## src/rtl/hci_prio_scheduler.sv

```systemverilog
// hci_prio_scheduler: picks TCDM arbitration priority between the core (log)
// branch and the HWPE branch. Modes: fixed core, fixed HWPE, time-sliced, and
// adaptive (HWPE gets a bounded slice after starving cfg_max_stall_i cycles).
// Optional statistics counters are built when HCI_PRIO_SCHED_STATS_EN is defined;
// otherwise the statistics outputs are tied to 0.
module hci_prio_scheduler #(
    parameter int unsigned N_CORE  = 8,
    parameter int unsigned N_HWPE  = 1,
    parameter int unsigned STALL_W = 8,
    parameter int unsigned SLICE_W = 16,
    parameter int unsigned STAT_W  = 32
) (
    input  logic               clk_i,
    input  logic               rst_ni,
    input  logic               clear_i,
    input  logic               cfg_en_i,
    input  logic [1:0]         cfg_mode_i,
    input  logic [STALL_W-1:0] cfg_max_stall_i,
    input  logic [SLICE_W-1:0] cfg_slice_i,
    input  logic [N_CORE-1:0]  core_req_i,
    input  logic [N_CORE-1:0]  core_gnt_i,
    input  logic [N_HWPE-1:0]  hwpe_req_i,
    input  logic [N_HWPE-1:0]  hwpe_gnt_i,
    output logic               invert_prio_o,
    output logic [1:0]         state_o,
    output logic [STAT_W-1:0]  switch_cnt_o,
    output logic [STAT_W-1:0]  core_stall_cnt_o,
    output logic [STAT_W-1:0]  hwpe_stall_cnt_o
);

    // Bit 1 of the encoding is set exactly in the HWPE-priority states.
    typedef enum logic [1:0] {
        ST_DIS  = 2'b00,
        ST_CORE = 2'b01,
        ST_HWPE = 2'b10,
        ST_HOLD = 2'b11
    } state_e;

    localparam logic [SLICE_W-1:0] SLICE_ONE = SLICE_W'(1);
    localparam logic [STALL_W-1:0] STALL_ONE = STALL_W'(1);

    state_e             state_q, state_d;
    logic [1:0]         mode_q;
    logic [STALL_W-1:0] stall_run_q, stall_run_d;
    logic [SLICE_W-1:0] slice_cnt_q, slice_cnt_d;
    logic               invert_q;

    logic               core_stall, hwpe_stall, hwpe_busy;
    logic [SLICE_W-1:0] eff_slice;
    logic               slice_last;
    state_e             start_state;

    assign core_stall  = |(core_req_i & ~core_gnt_i);
    assign hwpe_stall  = |(hwpe_req_i & ~hwpe_gnt_i);
    assign hwpe_busy   = |hwpe_req_i;
    assign eff_slice   = (cfg_slice_i == '0) ? SLICE_ONE : cfg_slice_i;
    // >= so that shrinking the slice mid-run still terminates the current slice.
    assign slice_last  = (slice_cnt_q >= (eff_slice - SLICE_ONE));
    assign start_state = (cfg_mode_i == 2'd1) ? ST_HWPE : ST_CORE;

    // Next-state logic; disable beats mode change beats slice/threshold events.
    always_comb begin
        state_d     = state_q;
        stall_run_d = stall_run_q;
        slice_cnt_d = slice_cnt_q;
        if (!cfg_en_i) begin
            state_d     = ST_DIS;
            stall_run_d = '0;
            slice_cnt_d = '0;
        end else if (state_q == ST_DIS || cfg_mode_i != mode_q) begin
            state_d     = start_state;
            stall_run_d = '0;
            slice_cnt_d = '0;
        end else begin
            case (state_q)
                ST_CORE: begin
                    if (cfg_mode_i == 2'd2) begin
                        if (slice_last) begin
                            state_d     = ST_HWPE;
                            slice_cnt_d = '0;
                        end else begin
                            slice_cnt_d = slice_cnt_q + SLICE_ONE;
                        end
                    end else if (cfg_mode_i == 2'd3) begin
                        if (!hwpe_stall) begin
                            stall_run_d = '0;
                        end else if (cfg_max_stall_i != '0 &&
                                     (stall_run_q + STALL_ONE) == cfg_max_stall_i) begin
                            state_d     = ST_HOLD;
                            stall_run_d = '0;
                            slice_cnt_d = '0;
                        end else if (stall_run_q != '1) begin
                            stall_run_d = stall_run_q + STALL_ONE;
                        end
                    end
                end
                ST_HWPE: begin
                    if (cfg_mode_i == 2'd2) begin
                        if (slice_last) begin
                            state_d     = ST_CORE;
                            slice_cnt_d = '0;
                        end else begin
                            slice_cnt_d = slice_cnt_q + SLICE_ONE;
                        end
                    end
                end
                ST_HOLD: begin
                    if (!hwpe_busy || slice_last) begin
                        state_d     = ST_CORE;
                        slice_cnt_d = '0;
                        stall_run_d = '0;
                    end else begin
                        slice_cnt_d = slice_cnt_q + SLICE_ONE;
                    end
                end
                default: state_d = ST_DIS;
            endcase
        end
    end

    // State, counters and the registered priority bit.
    always_ff @(posedge clk_i or negedge rst_ni) begin
        if (!rst_ni) begin
            state_q     <= ST_DIS;
            mode_q      <= 2'd0;
            stall_run_q <= '0;
            slice_cnt_q <= '0;
            invert_q    <= 1'b0;
        end else if (clear_i) begin
            state_q     <= ST_DIS;
            mode_q      <= 2'd0;
            stall_run_q <= '0;
            slice_cnt_q <= '0;
            invert_q    <= 1'b0;
        end else begin
            state_q     <= state_d;
            mode_q      <= cfg_mode_i;
            stall_run_q <= stall_run_d;
            slice_cnt_q <= slice_cnt_d;
            invert_q    <= state_d[1];
        end
    end

    assign invert_prio_o = invert_q;
    assign state_o       = state_q;

`ifdef HCI_PRIO_SCHED_STATS_EN
    logic [STAT_W-1:0] switch_cnt_q, core_stall_cnt_q, hwpe_stall_cnt_q;

    function automatic logic [STAT_W-1:0] sat_inc(input logic [STAT_W-1:0] v);
        return (&v) ? v : v + STAT_W'(1);
    endfunction

    // Saturating statistics; stall counters run in every state.
    always_ff @(posedge clk_i or negedge rst_ni) begin
        if (!rst_ni) begin
            switch_cnt_q     <= '0;
            core_stall_cnt_q <= '0;
            hwpe_stall_cnt_q <= '0;
        end else if (clear_i) begin
            switch_cnt_q     <= '0;
            core_stall_cnt_q <= '0;
            hwpe_stall_cnt_q <= '0;
        end else begin
            if (state_d[1] != invert_q) switch_cnt_q <= sat_inc(switch_cnt_q);
            if (core_stall) core_stall_cnt_q <= sat_inc(core_stall_cnt_q);
            if (hwpe_stall) hwpe_stall_cnt_q <= sat_inc(hwpe_stall_cnt_q);
        end
    end

    assign switch_cnt_o     = switch_cnt_q;
    assign core_stall_cnt_o = core_stall_cnt_q;
    assign hwpe_stall_cnt_o = hwpe_stall_cnt_q;
`else
    logic unused_core_stall;
    assign unused_core_stall = core_stall;
    assign switch_cnt_o      = '0;
    assign core_stall_cnt_o  = '0;
    assign hwpe_stall_cnt_o  = '0;
`endif

endmodule

```

## config.mk

```make
export PLATFORM = sky130hd
export DESIGN_NAME = hci_prio_scheduler
export DESIGN_NICKNAME = d
export VERILOG_FILES = /design/src/rtl/hci_prio_scheduler.sv
export SDC_FILE = /design/constraint.sdc
export NUM_CORES = 1
export LEC_CHECK = 0
export ABC_AREA = 1
export BUFFER_PORTS_ARGS = -buffer_cell sky130_fd_sc_hd__buf_2
export CAP_MARGIN = 10
export CORE_MARGIN = 3
export CORE_UTILIZATION = 50
export DETAILED_ROUTE_END_ITERATION = 6
export GPL_ROUTABILITY_DRIVEN = 1
export PLACE_DENSITY = 0.82
export SLEW_MARGIN = 30
export SYNTH_ARGS = -nofsm -noshare
export SYNTH_HDL_FRONTEND = slang
export SYNTH_SLANG_ARGS = --single-unit
export TNS_END_PERCENT = 30
```

## constraint.sdc

```tcl
create_clock -name clk_i -period 2.8 [get_ports clk_i]
set_input_delay 0.56 -clock clk_i [delete_from_list [all_inputs] [get_ports clk_i]]
set_output_delay 0.56 -clock clk_i [all_outputs]
set_load 0.01 [all_outputs]
```

==> reports/qor.csv <==
metric,value,unit
status,"complete, but fails checks",
failing checks,negative setup slack,
Critical Path Sink Type,flop,
Worst Max-Slew Pin Slew,0.638,ns
crit-path cells,"buf_2, nor2_2, nand2_2, nor2_1, nand3_1, nand2_2, nor3_4, buf_4, buf_6, nand4_1, xor2_1, ha_1, a21oi_2, o21a_1, nand2_1, nand2_2, nand3_4, nor2_4, nand2_4, or2_2, o21ai_2",
"most common cell after layout, fill and taps aside",nand2_1,
CP max stage cell,ha_1,
"CP delay by family, top",simple AND/OR/NAND/NOR gates,
synthesis warning total,0,
share of cells above drive strength 1,0.282,
final setup slack of the worst path,-0.428,ns
final hold violations,0,
"Slew Viols, Final",0,
Final Cell Area,0.00433,sq mm
Initial DRT Pass Iterations,5,
clk buf depth,2,
core area,0.00687,sq mm
GR Overflow Total,0,
vias in the first global route,3472,
#FFs+latches synth,28,
via/cell ratio,5.19,
pwr/cell area,229,mW/mm^2
Antenna Violating Nets Remaining,0,
die height,90.8,um
Layout fillers,520,
DIE WIDTH,90.8,um
DR vias,3738,
final instance count without filler cells,720,
HP Class,in -> async,
largest net degree at the start of global routing,29,
Worst slew margin,0.575,
Seq. cell area,701,sq um
required time of the critical path,3.03,ns
RSZ-0062 raised after global routing,true,
startpoint class of the critical path,input port,
f_max,0.310,GHz
Setup CP Type,in -> reg,
Post-Route WL,10200,um
cell area after synthesis,0.00360,sq mm
H-tree depth,1,
Rows,30,
Area Overhead vs Synth,20.4,%
DRC,0,
routability cong.,0.861,
Critical Path AT,3.46,ns
I/O Buffers,34,
min cycle time layout,3.23,ns
Worst Path Buf+Inv,3,
starting DRC count in detailed routing,324,
DPL Wire Length,6410,um
fin crit share,1.15,
Final Skew,0.00327,ns
Inserted Clock Buffers,3,
first-pass GRT wire length,15500,um
io pins,147,
GRT Util Overall,0.225,
ANT cells,0,
worst skew pair latency,0.29,ns
"CTS clk-pin slew, worst paths",0.11,ns
synth unique cells,40,
die area,0.00825,sq mm
initial antenna violation count,0,
final setup vio count,26,
CTS hold repair buffers,0,
Mean Syn Cell Area,6.71,sq um
Leak,2.24,nW
Final #Nets,696,
Initial Util,0.524,
most frequent cells in the layout,"101 x nand2_1, 96 x conb_1, 51 x buf_4",
Placed Cells,696,
Crit Path Max Fanout,5,
max incr delay on CP,0.36,ns
Multi-input gate area,0.00258,sq mm
ranking of synthesized cells by area,"buf_4 20%, dfrtp_1 19%, nand2_1 12%, ha_1 8.0%, nand3_1 5.7%",
CTS tree,done,
sequential fraction of the synthesis area,0.195,
final hold slack,0.270,ns
Clock Tree Root,clkbuf_8,
Synth top area share,0.202,
wire length per cell,14.2,um
# Max-Cap Violations,0,
Mapped Cells,536,
# clock sinks,28,
CP dominant cell by count,nand2_2,
"Cell Area, Placed",0.00386,sq mm
"area leader, netlist",buf_4,
Max VDD drop,174,uV
## registers in the layout (all words and copies together) (netlist names)
name and cells:
mode_q 2, slice_cnt_q 16, stall_run_q 8, state_o 2
## cell type report
cell class                      instances  area share
Multi-Input combinational cell        448       0.597
Tap cell                               96      0.0277
Sequential cell                        28       0.162
Inverter                               56      0.0485
Timing Repair Buffer                   88       0.152
Clock buffer                            4      0.0127
## kinds of logic (layout without fill, tap and decap cells)
logic type | Yosys count | after routing | share of synthesized area
adder cells (fa/ha/maj) | 23 | 23 | 0.0800
XOR/XNOR | 18 | 18 | 0.0438
AND/OR/NAND/NOR | 266 | 267 | 0.338
buffers and inverters | 156 | 148 | 0.268
flip-flops | 28 | 28 | 0.195
AO/OA/AOI/OAI | 44 | 44 | 0.0741
other | 1 | 96 | 0.00104
## Yosys cell counts
| library cell | number |
|---|---|
| nand2_4 | 1 |
| nor3b_1 | 1 |
| buf_6 | 2 |
| o21ai_0 | 7 |
| nor2_2 | 3 |
| a31oi_1 | 1 |
| a21oi_2 | 1 |
| a211oi_1 | 1 |
| nand4_1 | 10 |
| clkinv_1 | 1 |
| nor3_1 | 12 |
| dfrtp_1 | 28 |
| nand3b_1 | 5 |
| conb_1 | 1 |
| o21ai_2 | 5 |
| o21bai_1 | 2 |
| a21boi_0 | 1 |
| nand3_1 | 41 |
| nor4_1 | 3 |
| and2_1 | 1 |
| or2_2 | 4 |
| nand3_2 | 3 |
| xnor2_1 | 5 |
| o211ai_1 | 1 |
| nand2_2 | 8 |
| nor2_1 | 53 |
| a31o_2 | 2 |
| inv_2 | 2 |
| clkbuf_1 | 1 |
| buf_4 | 97 |
| xor2_1 | 13 |
| nor2_4 | 1 |
| nor3b_2 | 1 |
| nand3_4 | 1 |
| o21a_1 | 1 |
| inv_1 | 53 |
| o21ai_1 | 12 |
| a21oi_1 | 10 |
| nand2_1 | 118 |
| ha_1 | 23 |
## through the flow
step	TNS, ns	total power, mW	utilization	setup slack [ns]
after floorplan	-4.41	0.669	-	-0.298
after global routing	-12.91	1.03	0.630	-0.571
after CTS	-2.87	0.961	0.614	-0.197
after global placement	-10.54	0.655	0.562	-0.495
after detailed placement	-13.70	0.663	0.562	-0.628
final	-8.96	0.990	0.630	-0.428
## worst paths after layout
kind	from	end	slack, ns	cells after the start
worst max-delay path	cfg_slice_i[7]	slice_cnt_q[4]	-0.43	21
worst min-delay path	rst_ni	mode_q[0]	0.27	1
worst max register to register	state_o[1]	slice_cnt_q[14]	0.49	12
worst min register to register	stall_run_q[6]	stall_run_q[6]	0.56	2
max in group asynchronous	rst_ni	stall_run_q[6]	2.11	1
min in group clk_i	clear_i	mode_q[0]	0.44	2
## repair_timing
| item | in CTS | in global routing |
|---|---|---|
| endpoints found under the setup margin | 26 | 26 |
| resized for setup | 35 | 26 |
| endpoints found under the hold margin | 0 | 0 |
| buffers inserted | 19 | 0 |
| pin swaps | 22 | 9 |
| cloned | 1 | 0 |
## where the power goes
| part | leakage, nW | internal [mW] | switching (mW) |
|---|---|---|---|
| Combinational | 1.82 | 0.114 | 0.192 |
| Sequential | 0.388 | 0.408 | 0.00355 |
| Clock | 0.0288 | 0.127 | 0.146 |
## worst reg2reg max path: cells and delay by family (launching register included)
family	cells	cell delay [ns]
AND/OR/NAND/NOR	6	0.99
buffers and inverters	4	0.49
flip-flops	1	0.43
adder cells (fa/ha/maj)	1	0.22
AO/OA/AOI/OAI	1	0.09
## layer usage
layer  vias to the layer above  part of all wire  GRT usage
met4                         0             0.063      0.138
li1                       1709                 -          -
met1                      1676              0.36      0.258
met5                         -                 0          0
met2                       273              0.49      0.387
met3                        80             0.087     0.0392
Power figures use the tool's default switching activity.
